### config.mk
export PLATFORM = sky130hd
export DESIGN_NAME = div_period_meter
export DESIGN_NICKNAME = d
export VERILOG_FILES = /design/src/rtl/div_period_meter.sv
export SDC_FILE = /design/constraint.sdc
export NUM_CORES = 1
export LEC_CHECK = 0
export BUFFER_PORTS_ARGS = -buffer_cell sky130_fd_sc_hd__clkbuf_2
export CORE_MARGIN = 2
export CORE_UTILIZATION = 55
export CTS_CLUSTER_SIZE = 10
export DETAILED_ROUTE_END_ITERATION = 7
export MAX_ROUTING_LAYER = met4
export PLACE_DENSITY_LB_ADDON = 0.2
export SKIP_CTS_REPAIR_TIMING = 1
export SYNTH_ARGS = -nofsm -noshare
export SYNTH_HDL_FRONTEND = slang
export SYNTH_SLANG_ARGS = --single-unit
export TNS_END_PERCENT = 20
### constraint.sdc
create_clock -name clk_in -period 2.44 [get_ports clk_in]
set_input_delay 0.244 -clock clk_in [delete_from_list [all_inputs] [get_ports clk_in]]
set_output_delay 0.244 -clock clk_in [all_outputs]
set_load 0.005 [all_outputs]
### src/rtl/div_period_meter.sv
// Period meter for a divided clock: counts clk_in cycles between synchronized
// rising edges of sig_in, reports each period and tracks lock/overflow.
module div_period_meter #(
  parameter int W          = 16,
  parameter int LOCK_COUNT = 4,
  parameter int TOL        = 0
) (
  input  logic         clk_in,
  input  logic         rst,
  input  logic         en,
  input  logic         sig_in,
  output logic [W-1:0] period,
  output logic         period_valid,
  output logic         locked,
  output logic         overflow,
  output logic [7:0]   edge_cnt
);

  localparam int MCW = (LOCK_COUNT < 1) ? 1 : $clog2(LOCK_COUNT + 1);
  localparam logic [MCW-1:0] LOCK_V = MCW'(LOCK_COUNT);
  localparam logic [W:0]     TOL_V  = (W+1)'(TOL);

  typedef enum logic {
    IDLE,
    MEASURE
  } state_t;

  state_t         state, state_n;
  logic           s1, s2, s3;
  logic           rise;
  logic [W-1:0]   cnt, cnt_n;
  logic [W-1:0]   period_n;
  logic [MCW-1:0] match_cnt, match_cnt_n;
  logic           valid_n, locked_n, overflow_n;
  logic [7:0]     edge_cnt_n;
  logic [W:0]     diff;
  logic           match;

  always_ff @(posedge clk_in or posedge rst) begin
    if (rst) begin
      s1 <= 1'b0;
      s2 <= 1'b0;
      s3 <= 1'b0;
    end else begin
      s1 <= sig_in;
      s2 <= s1;
      s3 <= s2;
    end
  end

  assign rise = s2 & ~s3;

  // Magnitude difference kept one bit wider so it never wraps.
  always_comb begin
    if (cnt >= period) diff = {1'b0, cnt} - {1'b0, period};
    else               diff = {1'b0, period} - {1'b0, cnt};
    match = (diff <= TOL_V) && (period != '0);
  end

  always_comb begin
    state_n     = state;
    cnt_n       = cnt;
    period_n    = period;
    valid_n     = 1'b0;
    locked_n    = locked;
    overflow_n  = overflow;
    match_cnt_n = match_cnt;
    edge_cnt_n  = edge_cnt;
    if (!en) begin
      state_n     = IDLE;
      cnt_n       = '0;
      match_cnt_n = '0;
      locked_n    = 1'b0;
    end else begin
      if (rise) edge_cnt_n = edge_cnt + 8'd1;
      case (state)
        IDLE: begin
          cnt_n = '0;
          if (rise) begin
            cnt_n   = W'(1);
            state_n = MEASURE;
          end
        end
        MEASURE: begin
          // An edge arriving on the saturation cycle still counts as a period.
          if (rise) begin
            period_n   = cnt;
            valid_n    = 1'b1;
            cnt_n      = W'(1);
            overflow_n = 1'b0;
            if (match) begin
              match_cnt_n = (match_cnt == LOCK_V) ? LOCK_V : match_cnt + MCW'(1);
              locked_n    = (match_cnt_n == LOCK_V);
            end else begin
              match_cnt_n = MCW'(1);
              locked_n    = 1'b0;
            end
          end else if (cnt == '1) begin
            overflow_n  = 1'b1;
            locked_n    = 1'b0;
            match_cnt_n = '0;
            cnt_n       = '0;
            state_n     = IDLE;
          end else begin
            cnt_n = cnt + W'(1);
          end
        end
        default: state_n = IDLE;
      endcase
    end
  end

  always_ff @(posedge clk_in or posedge rst) begin
    if (rst) begin
      state        <= IDLE;
      cnt          <= '0;
      period       <= '0;
      period_valid <= 1'b0;
      locked       <= 1'b0;
      overflow     <= 1'b0;
      match_cnt    <= '0;
      edge_cnt     <= '0;
    end else begin
      state        <= state_n;
      cnt          <= cnt_n;
      period       <= period_n;
      period_valid <= valid_n;
      locked       <= locked_n;
      overflow     <= overflow_n;
      match_cnt    <= match_cnt_n;
      edge_cnt     <= edge_cnt_n;
    end
  end

endmodule

==> results.txt, run 1 <==
The first global-routing pass estimated 19600 um of wire. The data arrival time of the worst path came out at 3010 ps. The sequential share of power came out at 24.4%. The relative area change from synthesis to final layout came out at 45.7%. The global placement routability congestion came out at 0.995. The global-route met2 utilization is 54.3%. After detailed routing, the number of remaining DRC violations is 0. The fraction of met1 tracks used by global routing came out at 45.6%.

Setup repair after global routing could not meet its margin everywhere. The non-filler instance count after layout is 751. Dividing total power by cell area gives a power density of 730 nW/um^2. The largest net degree at the start of global routing came out at 51.

The synthesized design contains 0 enable-type register cells. In the synthesized netlist, the number of instances is 479. The standard cell core area came out at 6870 um^2.

The top-level I/O count is 31. The overall routing resource usage came out at 33.5%. Across all setup checks in the final design, the least slack found is -361 ps. The largest total area in the synthesized netlist belongs to sky130_fd_sc_hd__dfrtp_1. The final layout net count is 694.

The synthesized net count is 519. The post-route minimum period is 2800 ps. The die span in y is 88.8 um. The count of antenna diodes in the layout came out at 0. The worst hold path terminates at s1. The synthesized area per cell came out at 8.26 um^2. The max-cap violation count came out at 0. The cell internal power dissipation is 2.49 mW. The total setup violations reported at the end of the flow is 4. The worst setup path is captured at a flip-flop. The startpoint identified for the worst register-to-register timing path is period[2]. The site row count is 30.

After detailed placement, the design holds a cell count of 730. The worst setup skew after layout came out at 14.3 ps. VDD sags by at most 0.490 mV. Walking the worst path, the cells encountered are inv_1 > ha_2 > and3_2 > o21ai_2 > a21oi_2 > or3_4 > a2111oi_4 > nand4_1 > o21ai_4 > nand3_2 > a22o_1. After clock tree synthesis, the clock-pin slew on the worst setup and hold paths is 100 ps.

In the global route stage, met3 resource usage came out at 3.92%. The final antenna-violating net count came out at 0. On the critical path, the stage with the largest delay is an instance of sky130_fd_sc_hd__dfrtp_1.

The routed length per placed instance came out at 18.7 um. The estimated wirelength of the detail-placed design is 9800 um. The total number of yosys warnings is 0.

The startpoint identified for the worst hold timing path is sig_in. The delay of the slowest critical-path stage came out at 420 ps. Counting instances, the worst hold path has a depth of 1. The count of input and output buffers is 30.

Of the cells placed in the final design, the portion with a size suffix greater than 1 is 38.8%. The final number of hold-violating endpoints came to 0. The final reports fail on negative setup slack.

The static leakage is 2.69 nW. The die area came out at 7890 um^2. The setup check on the worst reg-to-reg path leaves a slack of -360 ps. In this run, distinct cell masters in the synthesized netlist total 69. The number of global-route vias before repair came to 4002. The post-detailed-routing wire length is 14100 um. The sequential share of the synthesized area came out at 31.6%. The post-synthesis cell area is 3960 um^2. The starting utilization of the core area came out at 57.6%. The maximum frequency from static timing analysis came out at 357 MHz. The share of the synthesized area in the top cell type is 31.6%. The CTS tree is built.

The final clock period utilization by the worst path is 115%. The overall via count from detail_route came out at 4483. Ranked by instance count, the synthesized netlist is headed by sky130_fd_sc_hd__nand2_1 (54), sky130_fd_sc_hd__dfrtp_1 (50), sky130_fd_sc_hd__inv_1 (44), sky130_fd_sc_hd__ha_1 (36), sky130_fd_sc_hd__nor2_1 (33). The total number of clock tree sinks is 50. The category of the worst setup path launch point is a flip-flop. For the pin with the worst max-slew slack, the measured transition is 688 ps. The net switching power is 1.72 mW. The classification of the worst setup path is reg -> reg. The endpoint of the worst-slack reg-to-reg timing path is match_cnt[0].

The die is 88.8 um wide. The maximum level of the CTS H-tree is 2. Combinational logic is responsible for 60.8% of the overall power. The post-synthesis register bit count is 50.

In the final timing run, aggregate negative setup slack is -1350 ps. The highest-utilization routing layer at the global route stage is met2. The CTS buffer count came out at 5. The flow ran to the end, but the final reports show violations.

The worst slew slack as a fraction of its limit is 53.7%. The global-route congestion overflow total came out at 0. The prevailing post-synth register cell is sky130_fd_sc_hd__dfrtp_1. The switching part of the total power is 40.8%. The required time at the worst-slack endpoint came out at 2650 ps. The total count of max-transition violations in the final report was 0.

The cell at the root of the clock tree is sky130_fd_sc_hd__clkbuf_8. The share of synthesized registers carrying an async set or reset is 100%. The first detailed-routing pass ran for 6 iterations. The share of total power in the clock network is 14.8%. The average via count per standard cell came out at 5.97.

Ranked by total cell area, the synthesized netlist is headed by sky130_fd_sc_hd__dfrtp_1 (32%), sky130_fd_sc_hd__ha_1 (11%), sky130_fd_sc_hd__xnor2_1 (5.5%), sky130_fd_sc_hd__nand2_1 (5.1%), sky130_fd_sc_hd__inv_1 (4.2%). The maximum net fanout on the critical path came out at 7. The count of routing violations after the opening detailed-route iteration is 325.

The length in cells of the worst reg-to-reg path came out at 11. The worst hold path belongs to the class in -> reg. The maximum clock path buffer count is 2. By instance count, the leading cell after synthesis is sky130_fd_sc_hd__nand2_1. The initial antenna violation count is 0. For the worst-skew pair, the clock arrives at the later sink with an insertion delay of 320 ps.
## flip-flops by register name, indices dropped and copies added, names as in the netlist
register      cells
cnt              16
edge_cnt          8
locked            1
match_cnt         3
overflow          1
period           16
period_valid      1
s1                1
s2                1
s3                1
state             1
## cell type report
type                    count  area, um^2
multi-input cells         367        2770
flip-flops and latches     50        1250
well taps                  96         120
repair buffers            185        1350
fillers                   389        1100
inverters                  45         169
clock inverters             3        43.8
clock buffers               5        68.8
## layout by cell type, fill, tap and decap left out, types with 5 or more instances in the layout
master                     count
sky130_fd_sc_hd__nor3_1        9
sky130_fd_sc_hd__clkbuf_2     30
sky130_fd_sc_hd__o21a_1        7
sky130_fd_sc_hd__xnor2_1      25
sky130_fd_sc_hd__a21oi_2       5
sky130_fd_sc_hd__buf_4       148
sky130_fd_sc_hd__inv_1        40
sky130_fd_sc_hd__o21ai_0      26
sky130_fd_sc_hd__nand3_1      16
sky130_fd_sc_hd__ha_4          9
sky130_fd_sc_hd__dfrtp_1      50
sky130_fd_sc_hd__ha_1         21
sky130_fd_sc_hd__clkbuf_8      5
sky130_fd_sc_hd__nor4_1        8
sky130_fd_sc_hd__a21oi_1      23
sky130_fd_sc_hd__and2_1        5
sky130_fd_sc_hd__nand4_1      12
sky130_fd_sc_hd__ha_2          6
sky130_fd_sc_hd__nor2_1       33
sky130_fd_sc_hd__xor2_1        5
sky130_fd_sc_hd__nand2_1      54
sky130_fd_sc_hd__buf_6         5
## stage by stage
step | area [um^2] | power, mW | util [%] | hold WS (ps) | setup slack, ps
2_1_floorplan | 3990 | 2.20 | - | 275 | -217
3_3_place_gp | 5250 | 3.18 | 76.4 | 285 | -478
3_5_place_dp | 5250 | 3.20 | 76.4 | 291 | -465
4_1_cts | 5360 | 3.82 | 78.0 | -49.8 | -482
5_1_grt | 5770 | 4.42 | 83.9 | 28.0 | -458
6_report | 5770 | 4.21 | 83.9 | 32.9 | -361
## cells by family (layout without fill, tap and decap cells)
family	Yosys count	in the layout	synth area share [%]
buf+inv	62	238	6.26
flops	50	50	31.6
xor+xnor	30	30	6.64
fa+ha+maj	36	36	11.4
compound gates	119	119	20.1
mux	5	5	1.33
simple gates	177	177	22.6
## per-layer routing
| metal | wire (um) | vias to the layer above | part of all wire [%] |
|---|---|---|---|
| li1 | - | 2050 | - |
| met1 | 5810 | 2140 | 41 |
| met2 | 6860 | 254 | 49 |
| met3 | 1020 | 39 | 7.2 |
| met4 | 378 | 0 | 2.7 |
| met5 | 0 | - | 0 |
## worst max-delay path, delay by kind of cell, from the launching register on
kind / cells / cell delay [ps]
flip-flops: 1 / 420
AO/OA/AOI/OAI: 5 / 990
adder cells (fa/ha/maj): 1 / 320
buffers and inverters: 1 / 100
AND/OR/NAND/NOR: 4 / 860
## power by group through the flow
stage	combinational [mW]	clock [mW]	sequential (mW)
6_report	2.56	0.624	1.03
2_1_floorplan	1.14	0	1.05
5_1_grt	2.73	0.652	1.04
3_3_place_gp	2.16	0	1.03
3_5_place_dp	2.17	0	1.03
4_1_cts	2.19	0.617	1.02
## how the worst max path moves through the flow
stage,slack [ps],cells after the start,endpoint,from
2_1_floorplan,-220,12,match_cnt[0],period[3]
3_3_place_gp,-480,12,match_cnt[0],period[7]
3_5_place_dp,-460,12,match_cnt[0],period[7]
4_1_cts,-480,12,match_cnt[0],period[7]
5_1_grt,-460,11,match_cnt[0],period[9]
6_report,-360,11,match_cnt[0],period[2]
No activity file was read; power rests on OpenSTA's default activity.
==> run 2: changes to the inputs <==
CORE_UTILIZATION = 53   (was 55)
clock period = 3.5 ns   (was 2.44 ns; I/O delays follow)
==> results.txt, run 2 (same netlist as run 1, synthesis figures left out) <==
The floorplan step set the die width to 90.4 um. From synthesis to final layout, the design area changed by 8.16%. The power density relative to cell area is 526 nW/um^2.

The worst setup skew after layout came out at 7.09 ps. In the layout the commonest cells are sky130_fd_sc_hd__nand2_1 (54), sky130_fd_sc_hd__dfrtp_1 (50), sky130_fd_sc_hd__inv_1 (43). After floorplanning, the core was divided into 31 placement rows. Leaving out fill and tap cells, the most frequent cell in the layout is sky130_fd_sc_hd__nand2_1. Clock tree synthesis selected as its root buffer the cell sky130_fd_sc_hd__clkbuf_8. At the later pin of the worst-skew pair, clock insertion delay measures 310 ps.

The category of the worst setup path launch point is a flip-flop. The final worst setup slack came out at 351 ps. The count of nets left with antenna violations once routing finished came out at 0. The global placement routability congestion came out at 0.988. The multi-input combinational cell area is 2460 um^2. The maximum frequency from static timing analysis came out at 318 MHz.

The final layout contains routed wiring with a total length of 10100 um. The count of routing violations after the opening detailed-route iteration is 305. Counting the buffers created by CTS gives 5. The initial antenna violation count was 0.

The total setup violations reported at the end of the flow came out at 0. After detailed routing, the average wire length per cell comes to 16.7 um. Adding up every negative setup slack in the final design gives 0 ps. The required time at the worst-slack endpoint came out at 3700 ps. The die area is 8170 um^2. The number of global-route vias before repair is 3325. The total number of clock tree sinks is 50. For the finished layout, the period the worst path requires is 3150 ps. The repair_antennas step left the layout with diodes totalling 0. The largest registers in the layout are cnt (16), period (16), edge_cnt (8). STA classifies the critical path endpoint as a flip-flop. The die span in y is 90.4 um. The pre-CTS setup slack is 427 ps. Setup repair after global routing left no endpoint under its margin.

The pin slew with the least headroom to its limit came out at 1030 ps. The area of all sequential standard cells came out at 1250 um^2. The count of input and output buffers came out at 30. The global-route congestion overflow total came out at 0. The data arrival time of the worst path is 3350 ps. The largest net degree at the start of global routing came out at 51. The max-cap violation count came out at 0. Along the worst path, the maximum fanout reaches 11. The flow ran to the end, and the final reports show no timing, DRC or antenna violations.

The standard cell core area is 7250 um^2. The starting utilization of the core area is 54.5%. The number of remaining DRC errors came out at 0.

The worst setup path is of the reg -> reg kind. The average via count per standard cell is 5.94. The worst slew slack as a fraction of its limit is 31.3%. The static leakage is 1.90 nW. The maximum clock path buffer count came out at 2. The register clock-pin slew on the reported worst setup and hold paths came out at 100 ps.

The final layout net count is 541. Cells with a size suffix above 1 make up 11.4% of the layout. Global routing used 25.6% of the available tracks across all layers.

The worst path uses 90.0% of the clock period. The slack of the worst reg-to-reg path came out at 350 ps. The worst vdd rail ir drop came out at 0.325 mV. The maximum level of the CTS H-tree came out at 2.

The top-level I/O count is 31. The total count of max-transition violations in the final report came out at 0. The overall via count from detail_route came out at 3572. Summed over all nets, the half-perimeter wirelength after detailed placement is 7770 um. The final number of hold-violating endpoints came out at 0. The global-route wire length before repair came out at 16400 um. TritonCTS built the clock tree. The number of fillers in the final layout came out at 670. The number of optimization iterations in the first detailed-route pass is 5. In this run the worst hold path is classified as in -> reg.
-- run 2: cell types whose count changed in the layout (fill, tap and decap cells not counted), moves of 3 or more --
cell and delta:
sky130_fd_sc_hd__a21oi_1 +6, sky130_fd_sc_hd__a21oi_2 -5, sky130_fd_sc_hd__buf_4 -146, sky130_fd_sc_hd__buf_6 -5
sky130_fd_sc_hd__ha_1 +15, sky130_fd_sc_hd__ha_2 -6, sky130_fd_sc_hd__ha_4 -9, sky130_fd_sc_hd__inv_1 +3
sky130_fd_sc_hd__inv_2 -3
-- run 2: worst paths after layout --
| kind | start | end | cells past startpoint |
|---|---|---|---|
| max | period[4] | match_cnt[2] | 11 |
| min | sig_in | s1 | 1 |
| max reg2reg | period[4] | match_cnt[2] | 11 |
| min reg2reg | s1 | s2 | 0 |
| max in group asynchronous | rst | cnt[5] | 2 |
| min in group asynchronous | rst | cnt[9] | 2 |
-- run 2: report_power, final --
part | switching, mW | total [mW] | internal, mW
combinational | 0.646 | 1.08 | 0.435
clock | 0.210 | 0.425 | 0.215
sequential | 0.0976 | 0.745 | 0.648
-- run 2: worst max-delay path: stages (launching register included) --
cell	delay, ps
sky130_fd_sc_hd__dfrtp_1	410
sky130_fd_sc_hd__inv_1	70
sky130_fd_sc_hd__ha_1	510
sky130_fd_sc_hd__nand4_1	300
sky130_fd_sc_hd__a21oi_1	430
sky130_fd_sc_hd__or3_1	260
sky130_fd_sc_hd__xnor2_1	90
sky130_fd_sc_hd__a41oi_1	270
sky130_fd_sc_hd__nor3_1	70
sky130_fd_sc_hd__a31o_2	310
sky130_fd_sc_hd__a41oi_1	230
sky130_fd_sc_hd__nor2_1	70
-- run 2: layer usage --
metal	vias up	GRT usage (%)	share of wire, %
met5	-	-	0
met4	0	11.0	3.8
met3	28	4.42	7.0
met2	144	37.8	44
met1	1665	34.9	45
li1	1735	-	-
-- run 2: area by class of cell --
cell class                 count  share of cell area, %
clock buffer                   5                   1.61
clock inverter                 3                   1.02
inverter                      45                   3.95
multi-input combinational    367                   57.4
sequential                    50                   29.2
tap                           99                   2.89
timing repair buffer          32                   3.86
-- run 2: stage by stage --
stage          hold slack, ps  total power [mW]  cells  utilization [%]  area (um^2)
6_report                  148              2.25    601             59.0         4280
5_1_grt                   132              2.39    601             59.0         4280
4_1_cts                   138              2.24    601             59.0         4280
3_5_place_dp              352              1.81    593             57.4         4170
3_3_place_gp              344              1.80    593             57.4         4170
2_1_floorplan             331              1.51    479                -         3960
==> run 3: changes to the inputs <==
CORE_UTILIZATION = 42   (was 53)
==> results.txt, run 3 (same netlist as run 1, synthesis figures left out) <==
The flow ran to the end, and the final reports show no timing, DRC or antenna violations. The number of remaining DRC errors is 0. The top-level I/O count is 31. The worst setup skew after layout is 7.25 ps. The share of the core filled with cells in the final layout came out at 46.7%. The region available for standard cell placement spans 9200 um^2. The final antenna-violating net count came out at 0. Timing would allow up to 305 MHz. STA puts the critical path data required time at 3700 ps.

The overall routing resource usage is 21.8%. The final layout net count came out at 541. The tightest hold path in the finished design has a slack of 143 ps.

Summed over all nets, the half-perimeter wirelength after detailed placement is 8100 um. The family of cells with the greatest summed delay on the critical path is compound AO/OA/AOI/OAI gates. The number of buffers and inverters on the critical path is 1. The data arrival time of the worst path is 3480 ps. The pin slew with the least headroom to its limit came out at 1040 ps.

The die boundary width came out at 101 um. The number of global-route vias before repair came to 3473. The cell count after placement is 605. The repair_antennas step left the layout with diodes totalling 0. After global routing the overflow that remains totals 0. Routed signal wires occupy layers up through met4. The site row count is 35. The met2 layer wire length in the routed design came out at 4800 um. The post-route minimum period is 3280 ps. The largest registers in the layout are cnt (16), period (16), edge_cnt (8). Setup violations remaining at the end of the flow were counted as 0. The worst setup path is captured at a flip-flop. The worst slew slack as a fraction of its limit came out at 30.3%. The slowest stage of the critical path is the sky130_fd_sc_hd__ha_1 cell.

The met3 wire length is 478 um. The routed layout has 3600 vias. The global placement routability congestion came out at 0.948. The routed length per placed instance is 17.0 um. The number of optimization iterations in the first detailed-route pass came out at 5. The total number of clock tree sinks came out at 50. The count of routing violations after the opening detailed-route iteration is 206. The detailed-route wire length on metal 1 came out at 4790 um. The largest net degree at the start of global routing is 51.

The register clock-pin slew on the reported worst setup and hold paths came out at 100 ps. The power consumption is 2.26 mW. The CTS buffer count is 5.

The initial antenna violation count came out at 0. Input and output buffers added on the ports amount to 30. In this run the power density over the cells is 526 nW/um^2. Once the floorplan was initialized, standard cells occupied 43.0% of the core.

The relative area change from synthesis to final layout is 8.60%. The clock latency on the worst-skew pair is 310 ps. The global-route wire length before repair is 17200 um. In the routed layout, each cell is associated on average with a via count of 5.87. The total count of max-transition violations in the final report came out at 0. The final number of hold-violating endpoints came out at 0.

The max-cap violation count came out at 0. Counting along the longest clock path gives a buffer depth of 2. The H-tree generated during clock tree synthesis spans 2 levels. The final clock period utilization by the worst path is 93.6%. The non-filler instance count after layout came out at 613. CTS placed an instance of sky130_fd_sc_hd__clkbuf_8 at the clock tree root. The top cell types in the final layout, fill and taps aside, are sky130_fd_sc_hd__nand2_1 (54), sky130_fd_sc_hd__dfrtp_1 (50), sky130_fd_sc_hd__inv_1 (43). The floorplan step defined a die boundary enclosing 10200 um^2. Of all nets on the critical path, the largest fanout is 11. For this run, the slowest stage of the critical path takes 540 ps.

The share of final-layout standard cells stronger than drive strength 1 is 11.6%. The die span in y is 101 um. The critical path goes through inv_1 > ha_1 > and2_1 > nand3_1 > a21oi_1 > o21ai_0 > a2111oi_0 > nand4_1 > o21ai_2 > nand3_2 > a22o_1. The routed design has 10400 um of wire.

The worst-case IR drop observed on VDD is 0.281 mV. Leaving out fill and tap cells, the most frequent cell in the layout is sky130_fd_sc_hd__nand2_1. In this run the worst hold path is classified as in -> reg. TritonCTS built the clock tree. The setup path with the least slack is of type reg -> reg. The static leakage is 1.90 nW. The worst setup path is launched from a flip-flop.
==> run 3: cell types whose count changed in the layout (fill, tap and decap cells not counted) <==
cell and change:
sky130_fd_sc_hd__ha_1 -1, sky130_fd_sc_hd__ha_2 +1
==> run 3: routing by layer <==
| metal | up-vias | global-route usage, % |
|---|---|---|
| met5 | - | - |
| met4 | 0 | 8.42 |
| met3 | 32 | 2.98 |
| met2 | 107 | 34.2 |
| met1 | 1716 | 28.6 |
| li1 | 1745 | - |
==> run 3: per-stage QoR <==
step	worst slack [ps]	TNS (ps)	instance area (um^2)
global route	-5.21	-5.21	4300
detailed placement	328	0	4180
finish	224	0	4300
global placement	421	0	4180
floorplan	769	0	3960
CTS	290	0	4290
==> run 3: worst paths after layout <==
| kind | from | to | slack (ps) | cells after the start |
|---|---|---|---|---|
| worst min-delay path | sig_in | s1 | 140 | 1 |
| worst max register to register | period[6] | match_cnt[0] | 220 | 11 |
| min in group asynchronous | rst | edge_cnt[6] | 280 | 2 |
| worst min register to register | s1 | s2 | 370 | 0 |
| worst max-delay path | period[6] | match_cnt[0] | 220 | 11 |
| max in group asynchronous | rst | cnt[4] | 2580 | 2 |
==> run 3: power by group <==
part / switching, mW / internal (mW) / total (mW) / leakage [nW]
logic: 0.652 / 0.436 / 1.09 / 1.18
registers: 0.0986 / 0.648 / 0.746 / 0.665
clock network: 0.210 / 0.215 / 0.425 / 0.0585
==> run 3: area by class of cell <==
class                   count  area [um^2]
flip-flops and latches     50         1250
fillers                   932         4900
inverters                  45          169
multi-input cells         367         2460
clock inverters             3         43.8
repair buffers             32          165
well taps                 111          139
clock buffers               5         68.8
